## src/rtl/vga_sync_decoder.sv

```systemverilog
// vga_sync_decoder: recovers pixel/line coordinates and timing lock from raw VGA sync pins.
//
// Ports:
//   clk       system clock; one sync sample per rising edge
//   reset     asynchronous, active-low reset
//   hsync     horizontal sync pin, active-low pulse, asynchronous to clk
//   vsync     vertical sync pin, active-low pulse, asynchronous to clk
//   x, y      recovered pixel column / line, 0 outside the visible window
//   video_on  locked and inside the visible window
//   h_total   last measured line period in clocks
//   v_total   last measured frame length in lines
//   locked    timing has been stable for LOCK_FRAMES consecutive frames
//   err       one-cycle pulse when lock is lost
module vga_sync_decoder #(
  parameter int unsigned H_OFFSET    = 144,
  parameter int unsigned V_OFFSET    = 35,
  parameter int unsigned H_VISIBLE   = 640,
  parameter int unsigned V_VISIBLE   = 480,
  parameter int unsigned LOCK_FRAMES = 2
) (
  input  logic        clk,
  input  logic        reset,
  input  logic        hsync,
  input  logic        vsync,
  output logic [10:0] x,
  output logic [10:0] y,
  output logic        video_on,
  output logic [10:0] h_total,
  output logic [10:0] v_total,
  output logic        locked,
  output logic        err
);

  localparam logic [10:0] CntMax = 11'h7ff;
  localparam int unsigned MatchW = (LOCK_FRAMES < 1) ? 1 : $clog2(LOCK_FRAMES + 1);
  localparam logic [MatchW-1:0] MatchLock = MatchW'(LOCK_FRAMES);
  localparam logic [11:0] HStart = 12'(H_OFFSET);
  localparam logic [11:0] HEnd   = 12'(H_OFFSET + H_VISIBLE);
  localparam logic [11:0] VStart = 12'(V_OFFSET);
  localparam logic [11:0] VEnd   = 12'(V_OFFSET + V_VISIBLE);
  localparam logic [10:0] HOff   = 11'(H_OFFSET);
  localparam logic [10:0] VOff   = 11'(V_OFFSET);

  typedef enum logic [1:0] {StSearch, StAcquire, StLocked} state_e;

  // [0],[1] synchronizer, [2] edge register
  logic [2:0] hs_q, vs_q;
  logic [10:0] hcount_q, hcount_d, vcount_q, vcount_d;
  logic [10:0] h_total_q, h_total_d, v_total_q, v_total_d;
  logic [10:0] h_ref_q, h_ref_d, v_ref_q, v_ref_d;
  logic        h_ref_valid_q, h_ref_valid_d, v_ref_valid_q, v_ref_valid_d;
  logic        frame_bad_q, frame_bad_d;
  logic [MatchW-1:0] match_q, match_d;
  state_e      state_q, state_d;
  logic [10:0] x_q, x_d, y_q, y_d;
  logic        video_q, video_d, locked_q, locked_d, err_q, err_d;

  logic        hfall, vfall, sync_loss, h_mismatch, frame_good, in_h, in_v;
  logic [10:0] h_meas, v_meas;

  // Counters, measurements and per-frame line-length check
  always_comb begin
    hfall = hs_q[2] & ~hs_q[1];
    vfall = vs_q[2] & ~vs_q[1];

    h_meas = (hcount_q == CntMax) ? CntMax : hcount_q + 11'd1;
    v_meas = (vcount_q == CntMax) ? CntMax : vcount_q + 11'd1;

    hcount_d  = hfall ? 11'd0 : h_meas;
    vcount_d  = vfall ? 11'd0 : (hfall ? v_meas : vcount_q);
    h_total_d = hfall ? h_meas : h_total_q;
    v_total_d = vfall ? v_meas : v_total_q;

    // Fires once, on the cycle hcount climbs onto the saturation value
    sync_loss = !hfall && (hcount_q == CntMax - 11'd1);

    // A line ending on the same edge as vfall still belongs to the ending frame
    h_mismatch = hfall && (h_meas != h_ref_q);
    frame_good = !frame_bad_q && !(h_mismatch && h_ref_valid_q);

    h_ref_d       = h_ref_q;
    h_ref_valid_d = h_ref_valid_q;
    frame_bad_d   = frame_bad_q;
    if (vfall) begin
      h_ref_valid_d = 1'b0;
      frame_bad_d   = 1'b0;
    end else if (hfall) begin
      if (!h_ref_valid_q) begin
        h_ref_d       = h_meas;
        h_ref_valid_d = 1'b1;
      end else if (h_mismatch) begin
        frame_bad_d = 1'b1;
      end
    end
  end

  // Lock FSM next state
  always_comb begin
    state_d       = state_q;
    match_d       = match_q;
    v_ref_d       = v_ref_q;
    v_ref_valid_d = v_ref_valid_q;
    err_d         = 1'b0;

    if (sync_loss) begin
      state_d       = StSearch;
      match_d       = '0;
      v_ref_valid_d = 1'b0;
      err_d         = (state_q == StLocked);
    end else begin
      case (state_q)
        StSearch: begin
          if (vfall) begin
            state_d       = StAcquire;
            match_d       = '0;
            v_ref_valid_d = 1'b0;
          end
        end
        StAcquire: begin
          if (vfall) begin
            if (frame_good && v_ref_valid_q && (v_meas == v_ref_q)) begin
              match_d = match_q + MatchW'(1);
            end else begin
              match_d = '0;
            end
            v_ref_d       = v_meas;
            v_ref_valid_d = 1'b1;
            if (match_d == MatchLock) state_d = StLocked;
          end
        end
        StLocked: begin
          // h_ref_q still holds the previous frame's reference on a frame's first line
          if (h_mismatch || (vfall && (v_meas != v_ref_q))) begin
            err_d   = 1'b1;
            state_d = StAcquire;
            match_d = '0;
          end
          if (vfall) begin
            v_ref_d       = v_meas;
            v_ref_valid_d = 1'b1;
          end
        end
        default: state_d = StSearch;
      endcase
    end
  end

  // Registered outputs, aligned with the counters they are derived from
  always_comb begin
    locked_d = (state_d == StLocked);
    in_h     = ({1'b0, hcount_d} >= HStart) && ({1'b0, hcount_d} < HEnd);
    in_v     = ({1'b0, vcount_d} >= VStart) && ({1'b0, vcount_d} < VEnd);
    video_d  = locked_d && in_h && in_v;
    x_d      = video_d ? hcount_d - HOff : 11'd0;
    y_d      = video_d ? vcount_d - VOff : 11'd0;
  end

  always_ff @(posedge clk or negedge reset) begin
    if (!reset) begin
      hs_q          <= 3'b111;
      vs_q          <= 3'b111;
      hcount_q      <= '0;
      vcount_q      <= '0;
      h_total_q     <= '0;
      v_total_q     <= '0;
      h_ref_q       <= '0;
      h_ref_valid_q <= 1'b0;
      frame_bad_q   <= 1'b0;
      v_ref_q       <= '0;
      v_ref_valid_q <= 1'b0;
      match_q       <= '0;
      state_q       <= StSearch;
      x_q           <= '0;
      y_q           <= '0;
      video_q       <= 1'b0;
      locked_q      <= 1'b0;
      err_q         <= 1'b0;
    end else begin
      hs_q          <= {hs_q[1:0], hsync};
      vs_q          <= {vs_q[1:0], vsync};
      hcount_q      <= hcount_d;
      vcount_q      <= vcount_d;
      h_total_q     <= h_total_d;
      v_total_q     <= v_total_d;
      h_ref_q       <= h_ref_d;
      h_ref_valid_q <= h_ref_valid_d;
      frame_bad_q   <= frame_bad_d;
      v_ref_q       <= v_ref_d;
      v_ref_valid_q <= v_ref_valid_d;
      match_q       <= match_d;
      state_q       <= state_d;
      x_q           <= x_d;
      y_q           <= y_d;
      video_q       <= video_d;
      locked_q      <= locked_d;
      err_q         <= err_d;
    end
  end

  assign x        = x_q;
  assign y        = y_q;
  assign video_on = video_q;
  assign h_total  = h_total_q;
  assign v_total  = v_total_q;
  assign locked   = locked_q;
  assign err      = err_q;

endmodule

```

## config.mk

```make
export PLATFORM = sky130hd
export DESIGN_NAME = vga_sync_decoder
export DESIGN_NICKNAME = d
export VERILOG_FILES = /design/src/rtl/vga_sync_decoder.sv
export SDC_FILE = /design/constraint.sdc
export NUM_CORES = 1
export LEC_CHECK = 0
export CAP_MARGIN = 20
export CORE_MARGIN = 4
export CORE_UTILIZATION = 45
export DETAILED_ROUTE_END_ITERATION = 10
export DONT_BUFFER_PORTS = 1
export HOLD_SLACK_MARGIN = 0.15
export SLEW_MARGIN = 40
export SYNTH_ARGS = -nofsm -noshare
export SYNTH_HDL_FRONTEND = slang
export SYNTH_SLANG_ARGS = --single-unit
```

## constraint.sdc

```tcl
create_clock -name clk -period 9.1 [get_ports clk]
set_input_delay 1.82 -clock clk [delete_from_list [all_inputs] [get_ports clk]]
set_output_delay 1.82 -clock clk [all_outputs]
set_load 0.01 [all_outputs]
```

## Yosys cells after proc, flatten, opt, wreduce, memory -nomap -nowiden

Index checks and enable logic that the tools add are counted.

- Bits of input ports: 4
- Register bits after elaboration: 104
- RAM bits: 0
- Latch bits: 0
- Memory bits (read-only): 0
- Logic and storage cells: 110
- Output and inout port bits: 47
- Memories: 0

- Bitwise gates (word level): 7
- Shifts and indexed selects: 0
- Eq/ne operators: 14
- Reduce and logical (&&, ||, !) cells: 27
- Magnitude comparators: 4
- Mux-type cells: 35
- Divide/modulo/power cells: 0
- Add/sub/neg operators: 5
- Multiply operators: 0

Operator list:

| kind | number |
|---|---|
| 11-bit 2-to-1 mux | 7 |
| 11-bit == test, second input constant | 3 |
| 2-bit 2-to-1 mux | 13 |
| 11-bit by 1-bit adder with 11-bit output, second input constant | 2 |
| 11-bit by 10-bit < comparator with 1-bit output, second input constant | 2 |
| 11-bit inequality test | 2 |
| 1-bit 2-to-1 mux | 12 |
| 2-bit case mux with 3 select lines | 2 |
| 3-bit AND reduction | 4 |
| 11-bit == test | 1 |
| 11-bit by 6-bit greater-or-equal comparator with 1-bit output, second input constant | 1 |
| 11-bit by 8-bit greater-or-equal comparator with 1-bit output, second input constant | 1 |
| 1-bit logical AND | 11 |
| 11-bit by 6-bit subtractor with 11-bit output, second input constant | 1 |
| 11-bit by 8-bit subtractor with 11-bit output, second input constant | 1 |
| 2-bit == test, second input constant | 3 |
| 3-bit inequality test, second input constant | 2 |
| 2-bit nonzero test | 3 |
| 1-bit inverter | 5 |
| 4-bit AND reduction | 1 |
| 4-bit nonzero test | 1 |
| 1-bit logical NOT | 3 |
| 3-bit by 1-bit inequality test with 1-bit output, second input constant | 1 |
| 3-bit by 2-bit inequality test with 1-bit output, second input constant | 1 |
| 8 further kinds | 9 |

## Logic depth before layout (Yosys ltp)

- Depth after elaboration: 22
- Mapped depth: 14
- Mapped depth without buffers: 13

## Worst setup path after synthesis

Ideal clock, no wire load.

- Path type: flip-flop to flip-flop
- Start point: reg hcount_q[0]
- End point: reg x_q[7], in the netlist x[7]
- Slack: 6216 ps
- Library setup time: 81 ps
- Clock period less this slack: 2884 ps
- Arrival time: 2803 ps
- Stages on the path, launching flop included: 12
- Required time: 9019 ps
- Path buffers: 1
- Cells stage by stage: dfrtp_1 -> ha_1 -> nand3_1 -> nor3_4 -> nor3_1 -> a21boi_1 -> nor4b_1 -> a21oi_2 -> o31ai_4 -> nand4_2 -> buf_6 -> nor3_2

- Longest elaborated chain between the ends: 22
- Elaborated cells between the ends (all ways): 32
- Classes of those cells: 2 x add/sub; 2 x order compare; 5 x eq/ne; 12 x mux; 11 x reduce/logical

Ends and longest elaborated chain:

| item | RTL line | source |
|---|---|---|
| start: declaration | 48 | `logic [10:0] hcount_q, hcount_d, vcount_q, vcount_d;` |
| start signal: assignment | 181 | `hcount_q <= hcount_d;` |
| 11-bit by 1-bit adder with 11-bit output / 11-bit == test (equally long branches) | 66 | `h_meas = (hcount_q == CntMax) ? CntMax : hcount_q + 11'd1;` |
| 11-bit 2-to-1 mux | 66 |  |
| 11-bit inequality test | 78 | `h_mismatch = hfall && (h_meas != h_ref_q);` |
| 1-bit logical AND | 78 |  |
| 1-bit logical AND | 79 | `frame_good = !frame_bad_q && !(h_mismatch && h_ref_valid_q);` |
| 1-bit logical NOT | 79 |  |
| 1-bit logical AND | 79 |  |
| 1-bit logical AND (2 in a row) | 121 | `if (frame_good && v_ref_valid_q && (v_meas == v_ref_q)) begin` |
| [5 not listed] | n/a |  |
| 2-bit 2-to-1 mux | 128 | `if (match_d == MatchLock) state_d = StLocked;` |
| 2-bit 2-to-1 mux | 120 | `if (vfall) begin` |
| 2-bit case mux with 3 select lines | 111 | `case (state_q)` |
| 2-bit 2-to-1 mux | 105 | `if (sync_loss) begin` |
| 2-bit == test | 150 | `locked_d = (state_d == StLocked);` |
| 1-bit logical AND (2 in a row) | 153 | `video_d = locked_d && in_h && in_v;` |
| 11-bit 2-to-1 mux (*) | 154 | `x_d = video_d ? hcount_d - HOff : 11'd0;` |
| named net x_d[7] | 55 | `logic [10:0] x_q, x_d, y_q, y_d;` |
| end signal: assignment | 173 | `x_q <= '0;` |
| end signal: assignment | 192 | `x_q <= x_d;` |
| end: declaration | 55 |  |

Mark *: on every way through the listed nets, which the timed path passes. The rest lies on a longest branch. The select of a mux whose other input is x is not followed.
A chain may end at the register's enable or synchronous reset.

## Worst setup path in the final report

- Start point: reg vcount_q[0]
- End point: reg y_q[5], in the netlist y[5]

- Elaborated cells between the ends (all ways): 28
- Classes of those cells: 2 x add/sub; 2 x order compare; 5 x eq/ne; 13 x mux; 6 x reduce/logical

RTL lines:

| item | RTL line | source |
|---|---|---|
| start: declaration | 48 |  |
| start signal: assignment | 182 | `vcount_q <= vcount_d;` |
| 11-bit by 1-bit adder with 11-bit output / 11-bit == test (equally long branches) | 67 | `v_meas = (vcount_q == CntMax) ? CntMax : vcount_q + 11'd1;` |
| 11-bit 2-to-1 mux (*) | 67 |  |
| 11-bit 2-to-1 mux (*) (2 in a row) | 70 | `vcount_d = vfall ? 11'd0 : (hfall ? v_meas : vcount_q);` |
| named net vcount_d[1] | 48 |  |
| 11-bit by 6-bit greater-or-equal comparator with 1-bit output / 11-bit by 10-bit < comparator with 1-bit output (equally long branches) | 152 | `in_v = ({1'b0, vcount_d} >= VStart) && ({1'b0, vcount_d} < VEnd);` |
| 1-bit logical AND | 152 |  |
| 1-bit logical AND | 153 |  |
| 11-bit 2-to-1 mux (*) | 155 | `y_d = video_d ? vcount_d - VOff : 11'd0;` |
| named net y_d[5] | 55 |  |
| end signal: assignment | 193 | `y_q <= y_d;` |
| end: declaration | 55 |  |

Marks and branches as above.

==> impl_metrics.csv <==
group,metric,value,unit
final_layout,fin_area,6000,um^2
worst_setup_path,reg2regPathDepth,12,
clocking,path_clk_slew,0.07,ns
synth,ys_seq_elements,104,
die,num_io_pins,51,
clocking,cts_sinks,104,
synth,async_flop_share,1.00,
worst_setup_path,endpoint_kind,"flip-flop",
detailed_routing,wl_per_cell,17.9,um
timing,hold_viol,0,
timing,fin_setup_tns,0,ns
flow_run,maxCapViolCount,0,
status,outcome,"finished clean",
final_layout,num_antenna_cells,0,
synth,syn_area,5690,um^2
final_layout,nets,607,
power_and_ir_drop,p_per_area,190,nW/um^2
detailed_routing,drc,0,
grt,grt.overflow.total,0,
hold_path,min_to,"hs_q[1]",
hold_path,min_path_type,"reg2reg",
timing,rsz0062_at_grt,"false",
die,start_util,0.466,
detailed_routing,wl,13700,um
place,portBuffers,0,
die,die_area,14500,um^2
clocking,cts_resized,0,
timing,clock.fmax,234,MHz
worst_setup_path,critPathKind,"reg2reg",
worst_setup_path,worstReg2RegStart,"vcount_q[0]",
worst_setup_path,cp.arrival,4.52,ns
timing,finalCriticalPeriod,4.28,ns
grt,grt_max_degree,105,
clocking,post_cts_buffers,0,
final_layout,fillCellCount,1206,
synth,yosys-top-cells-area,"dfrtp_1 (43%), o21ai_0 (5.2%), nand2_1 (5.0%), nor2_1 (3.9%), dfstp_2 (2.8%)",
synth,synth_ff_type,"dfrtp_1",
timing,finalCritPeriodShare,0.471,
detailed_routing,detail_route.first_pass.iterations,5,
worst_setup_path,path_cells,"ha_1 > nand4_1 > nor3_2 > nor2_1 > a211oi_1 > ha_1 > inv_1 > a21o_1 > a21oi_1 > o221a_2 > nand4_2 > nor3_1",
worst_setup_path,crit_family,"simple AND/OR/NAND/NOR gates",
clocking,clockBufferDepth,2,
worst_setup_path,r2r-end,"y[5]",
clocking,cts_made_buffers,9,
detailed_routing,vias,4460,
timing,slew_violations,0,
timing,slew_headroom,0.503,
detailed_routing,drt-initial-drc-count,459,
clocking,holdBufCountCts,0,
synth,synth_cells,617,
synth,ys_warn_count,0,
detailed_routing,ant_nets,0,
place,gp_congestion,0.888,
die,die_h,120,um
clocking,cts_tree,"yes",
synth,synth_top_cell_area_share,0.431,
timing,fin_skew,0.0111,ns
timing,worst_pin_slew,0.741,ns
clocking,ctsHtreeMaxLevel,3,
die,rows,40,
die,die_width,120,um
power_and_ir_drop,p_total,1.14,mW
synth,synth_most_common_cell,"dfrtp_1",
place,dp_hpwl,9590,um
synth,yosys.area.top_type,"dfrtp_1",
grt,track_usage,0.195,
detailed_routing,viasPerCell,5.82,
hold_path,hold_start,"hs_q[0]",
power_and_ir_drop,peakVddDrop,0.124,mV
synth,synth_edf_count,0,
grt,first_global_vias,4271,
worst_setup_path,cp_max_fo,22,
worst_setup_path,cp_slowest_stage_delay,0.56,ns
synth,synth_cell_types,70,
grt,grt_pass1_wl,22700,um
worst_setup_path,slowest_stage,"ha_1",
place,dpl_cell_area,5740,um^2
synth,syn-num-nets,631,
worst_setup_path,reg2reg_slack,4.82,ns
die,core,12200,um^2
worst_setup_path,crit_top_cell,"ha_1",
final_layout,drive_above_1_share,0.0836,
clocking,clkLatencyLatePin,0.35,ns
worst_setup_path,cp_data_required_time,9.34,ns
clocking,cts-root-buf,"clkbuf_16",
worst_setup_path,crit_buf_inv,1,
worst_setup_path,start_kind,"flip-flop",
timing,setup_viol,0,
synth,yosysSeqAreaShare,0.459,
synth,avgSynthCellArea,9.21,um^2
synth,ys_top_cells_by_count,"dfrtp_1 (98), nand2_1 (75), nor2_1 (59), o21ai_0 (59), clkbuf_1 (21)",
final_layout,area_growth,5.61,%
grt,antenna_found_initial,0,
hold_path,holdPathStages,0,
power_and_ir_drop,p_leak,2.61,nW
worst_setup_path,cp.depth,12,
[cells by family (layout without fill, tap and decap cells)]
| logic type | Yosys count | in the layout | synth area share |
|---|---|---|---|
| AND/OR/NAND/NOR | 256 | 256 | 0.242 |
| AO/OA/AOI/OAI | 159 | 159 | 0.181 |
| flip-flops | 104 | 104 | 0.459 |
| buffers and inverters | 56 | 37 | 0.0449 |
| XOR/XNOR | 28 | 28 | 0.0431 |
| adder cells (fa/ha/maj) | 10 | 10 | 0.0220 |
| multiplexers | 4 | 4 | 0.00748 |
[how the worst max path moves through the flow]
stage,slack [ns],startpoint,to
4_1_cts,4.83,vcount_q[0],y[5]
6_report,4.82,vcount_q[0],y[5]
3_3_place_gp,5.06,vcount_q[0],y[5]
5_1_grt,4.43,vcount_q[0],y[5]
2_1_floorplan,6.22,hcount_q[0],x[7]
3_5_place_dp,4.88,vcount_q[0],y[5]
[power breakdown]
group / switching [mW] / total (mW) / internal (mW)
combinational: 0.137 / 0.226 / 0.0891
sequential: 0.0575 / 0.559 / 0.501
clock: 0.170 / 0.356 / 0.186
[through the flow]
step | hold WS, ns | util | setup WS (ns) | std cells
after detailed placement | 0.347 | 0.470 | 4.88 | 750
after floorplan | 0.345 | - | 6.22 | 617
final | 0.356 | 0.492 | 4.82 | 766
after CTS | 0.357 | 0.492 | 4.83 | 766
after global routing | 0.359 | 0.492 | 4.43 | 766
after global placement | 0.346 | 0.470 | 5.06 | 750
[state kept, by name, summed over array words and instances, names as in the netlist]
| register | count |
|---|---|
| locked | 1 |
| vcount_q | 11 |
| v_ref_q | 11 |
| hs_q | 3 |
| v_ref_valid_q | 1 |
| hcount_q | 11 |
| x | 11 |
| err | 1 |
| h_total | 11 |
| h_ref_q | 11 |
| state_q | 2 |
| v_total | 11 |
| y | 11 |
| frame_bad_q | 1 |
| h_ref_valid_q | 1 |
| vs_q | 3 |
| match_q | 2 |
| video_on | 1 |
[layer usage]
layer  wire length (um)  up-vias  global-route usage  share of wire
li1                   -     2165                   -              -
met1               6930     2146               0.298           0.50
met2               5910      141               0.281           0.43
met3                768        8              0.0384          0.056
met4                119        0              0.0524         0.0087
met5                  0        -                   0              0
[layout make-up]
class,count,area (um^2),share of cell area
inverters,17,63.8,0.0106
clock inverters,5,35.0,0.00583
well taps,168,210,0.0350
multi-input cells,457,2820,0.470
flip-flops and latches,104,2610,0.435
repair buffers,4,30.0,0.00500
clock buffers,11,233,0.0388
[placed cells by master, fill, tap and decap left out, drive strengths merged, types with 12 or more instances in the layout]
| master | instances |
|---|---|
| nand2 | 75 |
| nor2 | 59 |
| o21ai | 62 |
| a31oi | 15 |
| dfrtp | 98 |
| a21oi | 22 |
| nand4 | 17 |
| nor3 | 20 |
| inv | 18 |
| nand3 | 18 |
| xnor2 | 17 |
| and3 | 12 |
Power figures use the tool's default switching activity.
